## src/rtl/pc_sequencer.sv

```systemverilog
// Program-counter sequencer for the single-cycle MIPS core: owns the PC,
// builds PC+4 / branch / jump targets and wraps them in a boot/run/halt/trap FSM.
module pc_sequencer #(
   parameter int unsigned              ADDR_WIDTH   = 32,
   parameter logic [ADDR_WIDTH-1:0]    RESET_VECTOR = 32'h0000_0000,
   parameter logic [ADDR_WIDTH-1:0]    TRAP_VECTOR  = 32'h0000_0180,
   parameter int unsigned              BOOT_CYCLES  = 2
) (
   input  logic                  clk,
   input  logic                  rst_n,
   input  logic                  stall,
   input  logic                  branch,
   input  logic                  zero,
   input  logic                  jump,
   input  logic [ADDR_WIDTH-1:0] imm_ext,
   input  logic [25:0]           jump_index,
   input  logic                  halt_req,
   input  logic                  resume,
   output logic [ADDR_WIDTH-1:0] pc,
   output logic [ADDR_WIDTH-1:0] pc_plus_4,
   output logic                  pc_src_sel,
   output logic                  instr_valid,
   output logic [1:0]            state,
   output logic                  trap_err,
   output logic [31:0]           instr_count
);

   typedef enum logic [1:0] {
      BOOT = 2'd0,
      RUN  = 2'd1,
      HALT = 2'd2,
      TRAP = 2'd3
   } state_t;

   localparam logic [3:0] BOOT_LAST = 4'(BOOT_CYCLES - 1);

   state_t                cur_state, nxt_state;
   logic [3:0]            boot_cnt, boot_cnt_nxt;
   logic [ADDR_WIDTH-1:0] pc_nxt;
   logic [ADDR_WIDTH-1:0] branch_target, jump_target, fetch_next;
   logic [31:0]           count_nxt;
   logic                  trap_nxt;
   logic                  illegal;

   assign pc_plus_4     = pc + ADDR_WIDTH'(4);
   assign branch_target = pc_plus_4 + (imm_ext << 2);
   assign jump_target   = {pc_plus_4[ADDR_WIDTH-1:28], jump_index, 2'b00};
   assign illegal       = branch & jump;

   assign fetch_next = jump              ? jump_target   :
                       (branch & zero)   ? branch_target :
                                           pc_plus_4;

   assign instr_valid = (cur_state == RUN) & ~stall & ~illegal;
   assign pc_src_sel  = instr_valid & branch & zero & ~jump;
   assign state       = cur_state;

   always_ff @(posedge clk or negedge rst_n) begin
      if (!rst_n) begin
         cur_state   <= BOOT;
         boot_cnt    <= 4'd0;
         pc          <= RESET_VECTOR;
         trap_err    <= 1'b0;
         instr_count <= 32'd0;
      end else begin
         cur_state   <= nxt_state;
         boot_cnt    <= boot_cnt_nxt;
         pc          <= pc_nxt;
         trap_err    <= trap_nxt;
         instr_count <= count_nxt;
      end
   end

   // RUN priority: illegal control beats stall, stall beats halt request.
   always_comb begin
      nxt_state    = cur_state;
      boot_cnt_nxt = boot_cnt;
      pc_nxt       = pc;
      trap_nxt     = trap_err;
      count_nxt    = instr_count;
      unique case (cur_state)
         BOOT: begin
            pc_nxt       = RESET_VECTOR;
            boot_cnt_nxt = boot_cnt + 4'd1;
            if (boot_cnt == BOOT_LAST) begin
               nxt_state = RUN;
            end
         end
         RUN: begin
            if (illegal) begin
               pc_nxt    = TRAP_VECTOR;
               nxt_state = TRAP;
               trap_nxt  = 1'b1;
            end else if (!stall) begin
               pc_nxt    = fetch_next;
               count_nxt = instr_count + 32'd1;
               if (halt_req) begin
                  nxt_state = HALT;
               end
            end
         end
         HALT: begin
            if (resume) begin
               nxt_state = RUN;
            end
         end
         TRAP: begin
            pc_nxt = TRAP_VECTOR;
            if (resume) begin
               nxt_state = RUN;
            end
         end
         default: nxt_state = BOOT;
      endcase
   end

endmodule

```

## config.mk

```make
export PLATFORM = sky130hd
export DESIGN_NAME = pc_sequencer
export DESIGN_NICKNAME = d
export VERILOG_FILES = /design/src/rtl/pc_sequencer.sv
export SDC_FILE = /design/constraint.sdc
export NUM_CORES = 1
export LEC_CHECK = 0
export ABC_AREA = 1
export BUFFER_PORTS_ARGS = -buffer_cell sky130_fd_sc_hd__buf_4
export CAP_MARGIN = 40
export CORE_MARGIN = 2
export CORE_UTILIZATION = 35
export CTS_BUF_LIST = sky130_fd_sc_hd__clkbuf_8
export CTS_CLUSTER_SIZE = 8
export DETAILED_ROUTE_END_ITERATION = 12
export HOLD_SLACK_MARGIN = 0.06
export SYNTH_ARGS = -nofsm -noshare
export SYNTH_HDL_FRONTEND = slang
export SYNTH_SLANG_ARGS = --single-unit
```

## constraint.sdc

```tcl
create_clock -name clk -period 2.48 [get_ports clk]
set_input_delay 0.744 -clock clk [delete_from_list [all_inputs] [get_ports clk]]
set_output_delay 0.744 -clock clk [all_outputs]
set_load 0.1 [all_outputs]
```

# Yosys cells after proc, flatten, opt, wreduce, memory -nomap -nowiden
# Cells that the tools add are included.
[word_totals]
in_bits = 66
regBits = 71
wordCells = 45
output_inout_bits = 101
[op_classes]
add_sub_neg = 4
eq_ne = 8
bitwise_logic = 10
muxes = 11
n_reduce_logical = 7
[op_table]
columns = ["cell", "n"]
rows = [
  ["$mux W32", 4],
  ["$pmux W32 S3", 1],
  ["$add A32 B1 Y32 const B", 1],
  ["$add A32 B3 Y32 const B", 1],
  ["$add A32 B32 Y32", 1],
  ["$mux W2", 5],
  ["$and A1 B1 Y1", 7],
  ["$ne A3 B3 Y1 const B", 2],
  ["$pmux W2 S3", 1],
  ["$add A4 B1 Y4 const B", 1],
  ["$eq A2 B2 Y1 const B", 2],
  ["$eq A4 B1 Y1 const B", 1],
  ["$reduce_and A2 Y1", 2],
  ["$reduce_and A4 Y1", 1],
  ["$not A1 Y1", 3],
  ["$reduce_and A3 Y1", 1],
  ["$reduce_bool A3 Y1", 1],
  ["$eq A2 B1 Y1 const B", 1],
  ["$logic_not A2 Y1", 1],
  ["$ne A2 B1 Y1 const B", 1],
  ["$ne A2 B2 Y1 const B", 1],
  ["$reduce_or A2 Y1", 1],
]

# Depth between registers and ports, before layout
[depth]
depth_word = 7
depth_mapped = 24
depth_no_buf = 24

# Worst setup path after synthesis
# OpenSTA, ideal clock, no wires.
[synth_timing]
kind = "register to register"
start = "register pc[3]"
end = "register pc[25]"
n_path_buf = 0
synth_period_minus_slack_ps = 4972
path_slack_ps = -2492
required_ps = 2360
t_arrival_ps = 4852
path_stages_with_launch = 19
setup_ps = 120
path_cell_list = "dfrtp_1 -> ha_1 -> nand2_1 -> nor2_1 -> nand4_1 -> xnor2_1 -> ha_1 -> nand2_1 -> inv_1 -> a21oi_1 -> nor2_1 -> nor2_1 -> nand2_1 -> nand2_1 -> nand2_1 -> nand2_1 -> nand3_1 -> nand2_1 -> nand2_1"
[synth_via]
elab_chain_cells = 7
[synth_rtl]
columns = ["item", "line", "text"]
rows = [
  ["start, declared", "19", "output logic [ADDR_WIDTH-1:0] pc,"],
  ["start signal, assigned", "68", "pc <= pc_nxt;"],
  ["$add A32 B3 Y32", "45", "assign pc_plus_4 = pc + ADDR_WIDTH'(4);"],
  ["net pc_plus_4[12]", "20", "output logic [ADDR_WIDTH-1:0] pc_plus_4,"],
  ["$add A32 B32 Y32", "46", "assign branch_target = pc_plus_4 + (imm_ext << 2);"],
  ["$mux W32", "51", "(branch & zero) ? branch_target :"],
  ["$mux W32", "50", "assign fetch_next = jump ? jump_target :"],
  ["$mux W32", "94", "end else if (!stall) begin"],
  ["$mux W32", "90", "if (illegal) begin"],
  ["$pmux W32 S3", "81", "unique case (cur_state)"],
]
# The timed path passes the listed nets, and every way through them passes these cells. The select of a mux whose other input is x is not followed.
# A chain may end at the register's enable or synchronous reset.

# Final worst setup path
[layout_timing]
start = "register pc[3]"
end = "register pc[31]"
[layout_via]
elab_chain_cells = 7
[layout_rtl]
columns = ["item", "line"]
rows = [
  ["$add A32 B3 Y32 (*)", "45"],
  ["$add A32 B32 Y32", "46"],
  ["$mux W32", "51"],
  ["$mux W32 (*)", "50"],
  ["$mux W32 (*)", "94"],
  ["$mux W32 (*)", "90"],
  ["$pmux W32 S3 (*)", "81"],
]
# Every way passes the cells marked *; elsewhere a longest branch is shown, timed or not. The select of a mux whose other input is x is not followed.

==> metrics.txt <==
run status finished, violations left; violated checks negative setup slack; CP max FO 4; final WL approximately 28000 um; diode count 0; setup TNS -21.92 ns; Max Fclk 0.323 GHz; Ports roughly 170; met3 wire len 1530 um; CTS tree done; clock root buffer clkbuf_8; Synth Warn # 0; CP endpoint kind flop; LEAKAGE 0.00636 uW; Setup-failing EPs final 53; sequential fraction of the synthesis area 0.261; Required @ worst endpoint 2.73 ns; via count 8290; gr ovfl total 0; num rows 50; PnR worst setup slack -0.618 ns; nets@finish 1546; PortBufs 160; DRT Pass-1 Iters 5; die span in x between 100 and 150 um; CTS Buf Count 9; met2 wire length 14000 um; synthesized area around 6600 um2; Die ar. approximately 20000 um2; largest net degree at the start of global routing 35; Yosys cell types 40; drt drc 0; clock-pin slew on the worst setup and hold paths 0.08 ns; Clock Latency Late Sink 0.36 ns; post-layout minimum cycle time approximately 3.1 ns; routed len/inst 16.6 um; most frequent cells in the layout buf_4, nand2_1, inv_1, nand2_2, nor2_1; Final Slew Violations 0; post-route ant nets 0; average instance area after synthesis 6.25 um2; CTS HTree Levels 3; Core Footprint 18600 um2; total design power 10600 uW; gr usage total 0.262; hold_ws 0.343 ns; max cap viols 0; Peak VDD IR approximately 0.87 mV; Clock Skew 0.0113 ns; Final Hold Fails 0; max layer used met4; Hold Path Class input pin to async pin; antenna violations before repair 0; Crit path top cell by count nand2_1; Critical Path Start Type flop; slowest CP cell dfrtp_4; commonest non-fill, non-tap cell in the layout buf_4; PD cells 846 nW/um2; vias per cell 4.94; CP arrival approximately 3.4 ns; RSZ-0062 raised after global routing yes; vias in the first global route 8022; #FFs+latches synth 69; layout cells sized above 1 0.523; DRT iter0 DRCs 395; Met1 Wirelength 11600 um; crit-path cells ha_4, nand2_4, nor2_4, nand4_1, nor2_4, xnor2_4, clkinvlp_4, buf_6, ha_4, nand2_2, nand2_2, nand2_1, nand2_2, inv_2, nand2_1, nand2_2, nand2_2, a21oi_2, nand2_1, nand2_1, nand2_1, nand2_1, nand2_1; slowest stage delay, CP 0.45 ns; Bufs on Longest Clock Path 2; fin crit share 1.25; Layout area overhead 88.8%; initial core utilization 0.355; Gate Count Post-Synth 1060; DP Wirelength 20400 um; first-pass GRT wire length 41100 um; CTS Sinks 69; Setup Crit Path Kind flop to flop; die height between 100 and 150 um; GP Congestion 0.939
power by group:
| part | internal (uW) | switching (uW) | total [uW] |
|---|---|---|---|
| registers | 1400 | 274 | 1670 |
| clock network | 461 | 475 | 936 |
| logic | 2890 | 5070 | 7970 |
| total | 4750 | 5820 | 10600 |
cells in the mapped netlist, drive strengths merged:
cell type,count,area [um2]
conb,1,3.75
o22ai,5,31.3
o21ai,35,175
or4,1,7.51
buf,9,58.8
o2111ai,1,8.76
ha,40,500
o21bai,9,67.6
nand3b,6,61.3
nor3,23,154
nand2,376,1440
a21o,4,30.0
nand4,14,87.6
xnor2,21,184
nor2,129,528
dfrtp,69,1730
nand3,71,365
nor3b,1,7.51
inv,156,586
or2,2,12.5
fa,1,20.0
clkbuf,7,26.3
o211ai,6,45.0
xor2,34,298
nor4,2,12.5
a21oi,37,185
kinds of logic after synthesis:
group	count (synthesis)	share of synthesized area
AO/OA/AOI/OAI	97	0.0820
XOR/XNOR	55	0.0727
other	1	0.000566
flip-flops	69	0.261
buffers and inverters	172	0.101
AND/OR/NAND/NOR	625	0.404
adder cells (fa/ha/maj)	41	0.0786
critical path, delay by kind of cell (launching register included):
kind / cells / cell delay [ns]
AO/OA/AOI/OAI: 1 / 0.15
buffers and inverters: 3 / 0.38
XOR/XNOR: 1 / 0.18
adder cells (fa/ha/maj): 2 / 0.39
AND/OR/NAND/NOR: 16 / 1.43
flip-flops: 1 / 0.45
final timing paths:
kind	slack, ns	end	depth (start not counted)	start
setup reg to reg	-0.62	pc[31]$_DFFE_PN0P_	23	pc[3]$_DFFE_PN0P_
max in group asynchronous	1.57	pc[24]$_DFFE_PN0P_	2	rst_n
setup / recovery	-0.62	pc[31]$_DFFE_PN0P_	23	pc[3]$_DFFE_PN0P_
hold reg to reg	0.47	instr_count[31]$_DFFE_PN0P_	1	instr_count[31]$_DFFE_PN0P_
min in group clk	0.47	instr_count[31]$_DFFE_PN0P_	1	instr_count[31]$_DFFE_PN0P_
hold / removal	0.34	trap_err$_DFFE_PN0P_	1	rst_n
state kept, by name, summed over array words and instances, names as in the netlist:
register and cells:
instr_count 32, state 2, trap_err 1, boot_cnt 4, pc 30
cell type report:
| cell class | count | area, um2 |
|---|---|---|
| fillers | 1525 | 6140 |
| multi-input cells | 822 | 6080 |
| repair buffers | 381 | 3470 |
| flip-flops and latches | 69 | 1820 |
| inverters | 156 | 651 |
| well taps | 234 | 293 |
| clock buffers | 9 | 124 |
| clock inverters | 7 | 66.3 |
what timing repair did:
action | in CTS | in global routing
setup endpoints to repair | 54 | 55
buffers inserted | 17 | 30
resized for setup | 242 | 207
hold buffers | 0 | 0
pin swaps | 82 | 75
per-layer routing:
metal  up-vias  global-route usage
li1       4077                   -
met1      3902               0.341
met2       258               0.463
met3        53              0.0341
met4         0              0.0647
met5         -                   0
stage by stage:
step,utilization,instance area (um2),instances,setup slack [ns]
floorplan,-,7410,1063,-1.06
global placement,0.547,10200,1624,-0.494
detailed placement,0.547,10200,1624,-0.523
CTS,0.615,11500,1657,-0.452
global route,0.671,12500,1678,-0.768
finish,0.671,12500,1678,-0.618
Note: power is estimated with default switching activity, not from simulation.
